$ cat src/rtl/card_pkg.sv
// Card codes and 7-segment patterns shared by
// the card encoder and the display monitor.
package card_pkg;

  typedef logic [3:0] card_t;
  typedef logic [6:0] seg_t;

  localparam card_t CARD_EMPTY = 4'd0;
  localparam card_t CARD_ACE   = 4'd1;
  localparam card_t CARD_TWO   = 4'd2;
  localparam card_t CARD_THREE = 4'd3;
  localparam card_t CARD_FOUR  = 4'd4;
  localparam card_t CARD_FIVE  = 4'd5;
  localparam card_t CARD_SIX   = 4'd6;
  localparam card_t CARD_SEVEN = 4'd7;
  localparam card_t CARD_EIGHT = 4'd8;
  localparam card_t CARD_NINE  = 4'd9;
  localparam card_t CARD_TEN   = 4'd10;
  localparam card_t CARD_JACK  = 4'd11;
  localparam card_t CARD_QUEEN = 4'd12;
  localparam card_t CARD_KING  = 4'd13;
  localparam card_t CARD_BAD   = 4'd15;

  // Active-low segments, bit 6 = g .. bit 0 = a
  localparam seg_t SEG_EMPTY = 7'b1111111;
  localparam seg_t SEG_ACE   = 7'b0001000;
  localparam seg_t SEG_TWO   = 7'b0100100;
  localparam seg_t SEG_THREE = 7'b0110000;
  localparam seg_t SEG_FOUR  = 7'b0011001;
  localparam seg_t SEG_FIVE  = 7'b0010010;
  localparam seg_t SEG_SIX   = 7'b0000010;
  localparam seg_t SEG_SEVEN = 7'b1111000;
  localparam seg_t SEG_EIGHT = 7'b0000000;
  localparam seg_t SEG_NINE  = 7'b0010000;
  localparam seg_t SEG_TEN   = 7'b1000000;
  localparam seg_t SEG_JACK  = 7'b1100001;
  localparam seg_t SEG_QUEEN = 7'b0011000;
  localparam seg_t SEG_KING  = 7'b0001001;

  function automatic logic is_bad(card_t c);
    return c == CARD_BAD;
  endfunction

endpackage

$ cat src/rtl/seg7_to_card.sv
// Combinational 7-segment pattern to card code
// decoder; unknown patterns map to CARD_BAD.
module seg7_to_card
  import card_pkg::*;
(
  input  logic [6:0] seg7,
  output logic [3:0] card
);

  // Table lookup, anything unlisted is bad
  always_comb begin
    card = CARD_BAD;
    case (seg7)
      SEG_EMPTY: card = CARD_EMPTY;
      SEG_ACE:   card = CARD_ACE;
      SEG_TWO:   card = CARD_TWO;
      SEG_THREE: card = CARD_THREE;
      SEG_FOUR:  card = CARD_FOUR;
      SEG_FIVE:  card = CARD_FIVE;
      SEG_SIX:   card = CARD_SIX;
      SEG_SEVEN: card = CARD_SEVEN;
      SEG_EIGHT: card = CARD_EIGHT;
      SEG_NINE:  card = CARD_NINE;
      SEG_TEN:   card = CARD_TEN;
      SEG_JACK:  card = CARD_JACK;
      SEG_QUEEN: card = CARD_QUEEN;
      SEG_KING:  card = CARD_KING;
      default:   card = CARD_BAD;
    endcase
  end

endmodule

$ cat src/rtl/seg7_card_monitor.sv
// Debounces a multiplexed 7-seg bus per slot and
// publishes committed card changes as events.
module seg7_card_monitor
  import card_pkg::*;
#(
  parameter int NUM_SLOTS      = 6,
  parameter int STABLE_SAMPLES = 4
) (
  input  logic                   clk,
  input  logic                   resetb,
  input  logic                   seg_valid,
  input  logic [2:0]             seg_slot,
  input  logic [6:0]             seg7,
  output logic                   evt_valid,
  input  logic                   evt_ready,
  output logic [2:0]             evt_slot,
  output logic [3:0]             evt_card,
  output logic                   evt_bad,
  output logic [4*NUM_SLOTS-1:0] slot_cards,
  output logic                   overrun
);

  localparam logic [3:0] STABLE =
    4'(STABLE_SAMPLES);

  typedef logic [NUM_SLOTS-1:0][3:0] tab_t;

  logic [3:0] code;

  tab_t cand_q, cand_d;
  tab_t cnt_q, cnt_d;
  tab_t card_q, card_d;

  logic       hit;
  logic       commit;
  logic [2:0] c_slot;
  logic [3:0] c_card;

  logic       evt_valid_q, evt_valid_d;
  logic [2:0] evt_slot_q, evt_slot_d;
  logic [3:0] evt_card_q, evt_card_d;
  logic       evt_bad_q, evt_bad_d;
  logic       overrun_q, overrun_d;
  logic       hs;

  seg7_to_card u_dec (
    .seg7 (seg7),
    .card (code)
  );

  // Per-slot candidate/counter debounce and commit
  always_comb begin
    cand_d = cand_q;
    cnt_d  = cnt_q;
    card_d = card_q;
    hit    = 1'b0;
    commit = 1'b0;
    c_slot = '0;
    c_card = '0;
    for (int s = 0; s < NUM_SLOTS; s++) begin
      if (seg_valid && seg_slot == 3'(s)) begin
        if (code == cand_q[s]) begin
          if (cnt_q[s] != STABLE)
            cnt_d[s] = cnt_q[s] + 4'd1;
          hit = (cnt_q[s] == STABLE - 4'd1);
        end else begin
          cand_d[s] = code;
          cnt_d[s]  = 4'd1;
          hit       = (STABLE == 4'd1);
        end
        if (hit && cand_d[s] != card_q[s]) begin
          commit    = 1'b1;
          card_d[s] = cand_d[s];
          c_slot    = 3'(s);
          c_card    = cand_d[s];
        end
      end
    end
  end

  // Single-entry event register with overrun flag
  always_comb begin
    hs          = evt_valid_q & evt_ready;
    evt_valid_d = evt_valid_q;
    evt_slot_d  = evt_slot_q;
    evt_card_d  = evt_card_q;
    evt_bad_d   = evt_bad_q;
    overrun_d   = overrun_q;
    if (commit) begin
      if (!evt_valid_q || hs) begin
        evt_valid_d = 1'b1;
        evt_slot_d  = c_slot;
        evt_card_d  = c_card;
        evt_bad_d   = is_bad(c_card);
      end else begin
        overrun_d = 1'b1;
      end
    end else if (hs) begin
      evt_valid_d = 1'b0;
    end
  end

  // State registers, synchronous active-low reset
  always_ff @(posedge clk) begin
    if (!resetb) begin
      cand_q      <= '0;
      cnt_q       <= '0;
      card_q      <= '0;
      evt_valid_q <= 1'b0;
      evt_slot_q  <= '0;
      evt_card_q  <= '0;
      evt_bad_q   <= 1'b0;
      overrun_q   <= 1'b0;
    end else begin
      cand_q      <= cand_d;
      cnt_q       <= cnt_d;
      card_q      <= card_d;
      evt_valid_q <= evt_valid_d;
      evt_slot_q  <= evt_slot_d;
      evt_card_q  <= evt_card_d;
      evt_bad_q   <= evt_bad_d;
      overrun_q   <= overrun_d;
    end
  end

  assign evt_valid  = evt_valid_q;
  assign evt_slot   = evt_slot_q;
  assign evt_card   = evt_card_q;
  assign evt_bad    = evt_bad_q;
  assign slot_cards = card_q;
  assign overrun    = overrun_q;

endmodule

$ cat config.mk
export PLATFORM = sky130hd
export DESIGN_NAME = seg7_card_monitor
export DESIGN_NICKNAME = d
export VERILOG_FILES = /design/src/rtl/card_pkg.sv /design/src/rtl/seg7_to_card.sv /design/src/rtl/seg7_card_monitor.sv
export SDC_FILE = /design/constraint.sdc
export NUM_CORES = 1
export LEC_CHECK = 0
export ABC_AREA = 1
export BUFFER_PORTS_ARGS = -buffer_cell sky130_fd_sc_hd__buf_2
export CORE_AREA = 2 2 144 90
export CTS_CLUSTER_SIZE = 14
export DETAILED_ROUTE_END_ITERATION = 7
export DIE_AREA = 0 0 146 92
export GPL_TIMING_DRIVEN = 0
export PLACE_DENSITY_LB_ADDON = 0.1
export SYNTH_ARGS = -nofsm -noshare
export SYNTH_HDL_FRONTEND = slang
export SYNTH_SLANG_ARGS = --single-unit
$ cat constraint.sdc
create_clock -name clk -period 2.1 [get_ports clk]
set_input_delay 0.315 -clock clk [delete_from_list [all_inputs] [get_ports clk]]
set_output_delay 0.315 -clock clk [all_outputs]
set_load 0.05 [all_outputs]
[Yosys cells after proc, flatten, opt, wreduce, memory -nomap -nowiden]
Cells that the tools add are included.
Word-level totals
  register bits: 82
  latch bits: 0
  RAM bits: 0
  ROM bits: 0
  input port bits: 14
  memories: 0
Operators by class
  add/subtract/negate cells: 6
  multipliers: 0
  div/mod/pow operators: 0
  order comparisons: 0
  equality and inequality tests: 50
  shift operators: 0
  mux-type cells: 74
  bitwise operators: 2
  reduce and logical (&&, ||, !) cells: 32
Operators with widths (number)
  two-way mux 4 bit: 36
  case mux 4 bit (14 select lines): 1
  AND reduction 2 bit: 15
  two-way mux 1 bit: 29
  == test 7 x 5 -> 1 bit, second input constant: 4
  == test 7 bit, second input constant: 4
  adder 4 x 1 -> 4 bit, second input constant: 6
  == test 4 x 2 -> 1 bit, second input constant: 6
  == test 4 bit: 6
  two-way mux 3 bit: 8
  inequality test 4 x 3 -> 1 bit, second input constant: 6
  inequality test 4 bit: 6
  == test 7 x 4 -> 1 bit, second input constant: 2
  == test 7 x 6 -> 1 bit, second input constant: 2
  inequality test 2 x 1 -> 1 bit, second input constant: 7
  logical AND 1 bit: 12
  == test 7 x 2 -> 1 bit, second input constant: 1
  zero test 7 bit: 1
  == test 3 x 2 -> 1 bit, second input constant: 2
  == test 3 bit, second input constant: 2
  == test 4 bit, second input constant: 1
  == test 3 x 1 -> 1 bit, second input constant: 1
  zero test 3 bit: 1
  nonzero test 2 bit: 1
  4 further kinds: 4

[Depth between registers and ports, before layout]
  depth after elaboration: 21
  mapped depth: 22
  gate-level depth less buffers: 21

[Cells and area by module]
A second synthesis with hierarchy kept.
Second synthesis, totals
  cells, all modules: 706
  area, all modules: 4834.6 um2
Modules (own cells, without submodules)
  seg7_card_monitor: instances 1, cells each 626, area each 4455.5 um2
  seg7_to_card: instances 1, cells each 80, area each 379.1 um2

[Least setup slack after synthesis]
OpenSTA, ideal clock, no wires.
  path type: input-to-reg
  start point: in seg7[2]
  end point: reg cnt_q[0] (netlist bit)
  setup time: 0.125 ns
  arrival: 2.086 ns
  data required time: 1.975 ns
  path slack: -0.111 ns
  cell stages on the path: 19
  buffers on the path: 2
  path through: nor2_2 > nand2_1 > nor2_2 > inv_1 > nand2_2 > nor2_2 > nand2_2 > buf_6 > buf_8 > nand2_2 > nand2_1 > nand2_1 > nor2_2 > and2_1 > nor2_1 > nor2_2 > inv_1 > o21ai_0 > a31oi_1
Between the ends
  word-level cells in the longest chain between the ends: 5
  elaborated cells between the ends (all ways): 19
  classes of those cells: 15 x eq/ne; 2 x mux; 2 x reduce/logical
Ends and longest elaborated chain
  start: declaration: RTL line seg7_card_monitor.sv:13  | input logic [6:0] seg7,
  == test 7 x 4 -> 1 bit, or another cell as far along: RTL line seg7_to_card.sv:13  | case (seg7)
  case mux 4 bit (14 select lines) *: RTL line seg7_to_card.sv:13
  == test 4 bit *: RTL line seg7_card_monitor.sv:62  | if (code == cand_q[s]) begin
  inequality test 2 x 1 -> 1 bit (no line)
  AND reduction 2 bit (no line)
  end signal: assignment: RTL line seg7_card_monitor.sv:116  | cnt_q <= cnt_d;
  end: declaration: RTL line seg7_card_monitor.sv:31  | tab_t cnt_q, cnt_d;
Mark *: on every way between the ends. The rest lies on a longest branch, timed or not.
A chain may end at the register's enable or synchronous reset.

[Worst setup path after layout]
  start point: in seg7[2]
  end point: reg evt_card_q[2], in the netlist evt_card[2]
Between the ends
  word-level cells in the longest chain between the ends: 20
  elaborated cells between the ends (all ways): 82
  classes of those cells: 25 x eq/ne; 49 x mux; 8 x reduce/logical
Ends and longest elaborated chain
  == test 7 x 4 -> 1 bit, or another cell as far along: RTL line seg7_to_card.sv:13
  case mux 4 bit (14 select lines) *: RTL line seg7_to_card.sv:13
  == test 4 bit: RTL line seg7_card_monitor.sv:62
  two-way mux 4 bit: RTL line seg7_card_monitor.sv:62
  two-way mux 4 bit: RTL line seg7_card_monitor.sv:61  | if (seg_valid && seg_slot == 3'(s)) begin
  inequality test 4 bit: RTL line seg7_card_monitor.sv:71  | if (hit && cand_d[s] != card_q[s]) begin
  logical AND 1 bit: RTL line seg7_card_monitor.sv:71
  two-way mux 1 bit: RTL line seg7_card_monitor.sv:71
  [... 4 more ...]
  two-way mux 1 bit: RTL line seg7_card_monitor.sv:61
  two-way mux 1 bit: RTL line seg7_card_monitor.sv:71
  two-way mux 1 bit: RTL line seg7_card_monitor.sv:61
  two-way mux 1 bit: RTL line seg7_card_monitor.sv:71
  two-way mux 1 bit: RTL line seg7_card_monitor.sv:61
  two-way mux 1 bit: RTL line seg7_card_monitor.sv:71
  two-way mux 1 bit: RTL line seg7_card_monitor.sv:61
  AND reduction 2 bit (no line)
  end signal: assignment: RTL line seg7_card_monitor.sv:120  | evt_card_q <= evt_card_d;
  end: declaration: RTL line seg7_card_monitor.sv:41  | logic [3:0] evt_card_q, evt_card_d;
Mark *: on every way between the ends. The rest lies on a longest branch, timed or not. The select of a mux whose other input is x is not followed.

==> flow_summary.yaml <==
sta:
  max-slew-margin-rel: 0.331
  rsz0062_at_grt: "true"
  setup_viol: 44
  setup_ws_ps: -267
  min_period_ps: 2370
  timing.final.crit_share: 1.13
  hold_violations: 0
  tightest_slew_ps: 1000
  fin_skew_ps: 6.88
  slew_violations: 0
  fmaxAchievable_mhz: 422
  hold_slack_ps: 316
clock_tree:
  htreeDepth: 3
  numCtsBuffers: 9
  cts_root_buf: "clkbuf_16"
  path_clk_slew_ps: 60
  cts.sinks: 82
  cts_tree: "done"
  clock_latency_ps: 340
  cts.path.max_buffers: 2
  cts_hold_buf: 0
die:
  dieArea_sq_um: 13400
  placementRows: 32
  core_sq_um: 12300
  die_y_microns: 92
  start_util: 0.401
  ioPinCount: 48
  die_w_microns: 146
routing:
  dr_total_vias: 5537
  drtAntennaViolNets: 0
  drcViolationCount: 0
  routed_via_density: 5.27
  drtPass1Iterations: 5
  post_drt_wl_per_cell_microns: 16.8
  routed_wl_microns: 17700
  drt_iter0_markers: 365
flow_run:
  maxCapViolCount: 0
synth:
  synth_most_common_cell: "nand2_1"
  synthFlopType: "dfxtp_1"
  synthTopCellsByArea: "dfxtp_1, nand2_1, inv_1, nand3_1, a21oi_1"
  synth_edf_count: 0
  ys_types: 41
  synth_seq_cells: 82
  synth_common_cells: "nand2_1, inv_1, dfxtp_1"
  synthesis.area_sq_um: 4940
  synth_top_cell_area_share: 0.332
  avgSynthCellArea_sq_um: 6.72
  synth_nets: 762
  yosys_warnings: 0
  async_flop_share: 0
  syn_inst: 736
  ys_seq_area_frac: 0.332
  synth_top_cell_by_area: "dfxtp_1"
cells_and_area:
  layout.nets: 902
  layout-drive-gt1-share: 0.442
  fin_util: 0.611
  synthToLayoutAreaGrowth_pct: 52.5
  antennaDiodeCount: 0
power_and_ir_drop:
  ir_drop_mv: 0.418
  p_per_area_nw_per_um2: 511
  p_leak_nw: 3.20
setup_path:
  crit_required_ps: 2330
  worst_r2r_endpoint: "evt_card[2]"
  crit_arrival_ps: 2600
  path_max_fanout: 7
  end_kind: "flip-flop"
  worstSetupStartpointType: "primary input"
  r2r_setup_slack_ps: -80
  ff2ff_path_depth: 10
  r2r-start: "cnt_q[8]"
  setup.worst_path.class: "in -> reg"
global_route:
  grt_start_max_net_pins: 14
  overflow: 0
  grt_pass1_vias: 5050
  antenna_found_initial: 0
  grt_usage: 0.253
  grt_first_pass_wirelength_microns: 26600
hold_path:
  min_path_type: "in -> reg"
  hold_end: "evt_valid"
  hold_depth: 4
  hold_start: "evt_ready"
placed_design:
  dpl.hpwl_microns: 10800
  io_buffers: 46
  globalplace.congestion: 0.881
outcome:
  status: "finished, violations left"
  violations: "negative setup slack"
-- cell families (layout without fill, tap and decap cells) --
kind of cell | count (synthesis) | after routing | synth area share
fa+ha+maj | 12 | 12 | 0.0304
compound gates | 136 | 136 | 0.150
flops | 82 | 82 | 0.332
xor+xnor | 7 | 7 | 0.0154
simple gates | 354 | 356 | 0.348
buf+inv | 145 | 288 | 0.124
-- critical path, cell delays in order --
cell and delay, ps:
buf_12 110, nor2_4 190, nand2_2 110, nor2_4 120, nor2_2 70, nand2_2 70, nor2_4 40, nand2_4 120
buf_12 120, nand2_8 80, buf_8 170, nand2_4 60, nand2_4 50, nor2_4 110, nand3_2 100, nor2_4 190
a21oi_4 100, nand2_4 150, nand2_8 90, o21ai_2 150, nor2_1 50
-- timing repair --
action / CTS / global route
gates cloned: 5 / 1
resized for setup: 123 / 191
setup buffers: 53 / 26
endpoints found under the hold margin: 0 / 0
endpoints found under the setup margin: 40 / 68
pin swaps: 66 / 69
-- layer usage --
metal | wire length, microns | global-route usage
met5 | 0 | 0
met4 | 209 | 0.0510
met3 | 1260 | 0.0502
met2 | 7920 | 0.382
met1 | 8300 | 0.375
-- final cells by class --
type / count / area (sq um)
Inverter: 123 / 503
Clock inverter: 4 / 25.0
Tap cell: 170 / 213
Fill cell: 1062 / 4790
Sequential cell: 82 / 1640
Buffer: 22 / 229
Clock buffer: 12 / 267
Multi-Input combinational cell: 511 / 3570
Timing Repair Buffer: 127 / 1090
-- cells in the final DEF, fill, tap and decap left out, types with 11 or more instances in the layout --
cell / count
buf_4: 57
nor2_2: 20
nand3_2: 22
a21oi_1: 48
nand3_1: 45
nand2_2: 53
dfxtp_1: 82
buf_2: 40
nand2_1: 82
o21ai_2: 15
inv_1: 101
o21ai_1: 11
nor2_4: 33
buf_12: 13
buf_6: 20
nand2_4: 16
nor2_1: 35
inv_2: 14
ha_1: 12
o21ai_0: 27
-- where the power goes --
group	switching (mW)	leakage (nW)	internal [mW]
sequential	0.0223	0.663	1.58
clock	0.654	0.141	0.895
combinational	0.412	2.40	0.286
total	1.09	3.20	2.76
-- worst max path at each step --
stage | startpoint | to | slack (ps) | cells after the start
after floorplan | seg7[2] | evt_slot[0] | -60 | 20
after global placement | seg7[1] | evt_bad | -700 | 19
after detailed placement | seg7[0] | evt_card[0] | -670 | 22
after CTS | seg7[3] | evt_card[2] | -170 | 21
after global routing | seg7[2] | evt_card[2] | -400 | 22
final | seg7[2] | evt_card[2] | -270 | 21
-- registers in the layout, summed over array words and instances, names as in the netlist --
register and cells:
cand_q 24, cnt_q 24, slot_cards 24, evt_card 4, evt_slot 3, evt_bad 1
evt_valid 1, overrun 1
-- through the flow --
stage	cell area, sq um	instances	power (mW)	setup WS, ps	setup TNS (ps)
after floorplan	5000	736	1.91	-61.4	-428
after global placement	5440	952	2.03	-704	-28330
after detailed placement	5440	952	2.04	-674	-29180
after CTS	6660	1026	3.73	-175	-2650
after global routing	7540	1051	3.99	-402	-10930
final	7540	1051	3.85	-267	-5540
No activity file was read; power rests on OpenSTA's default activity.
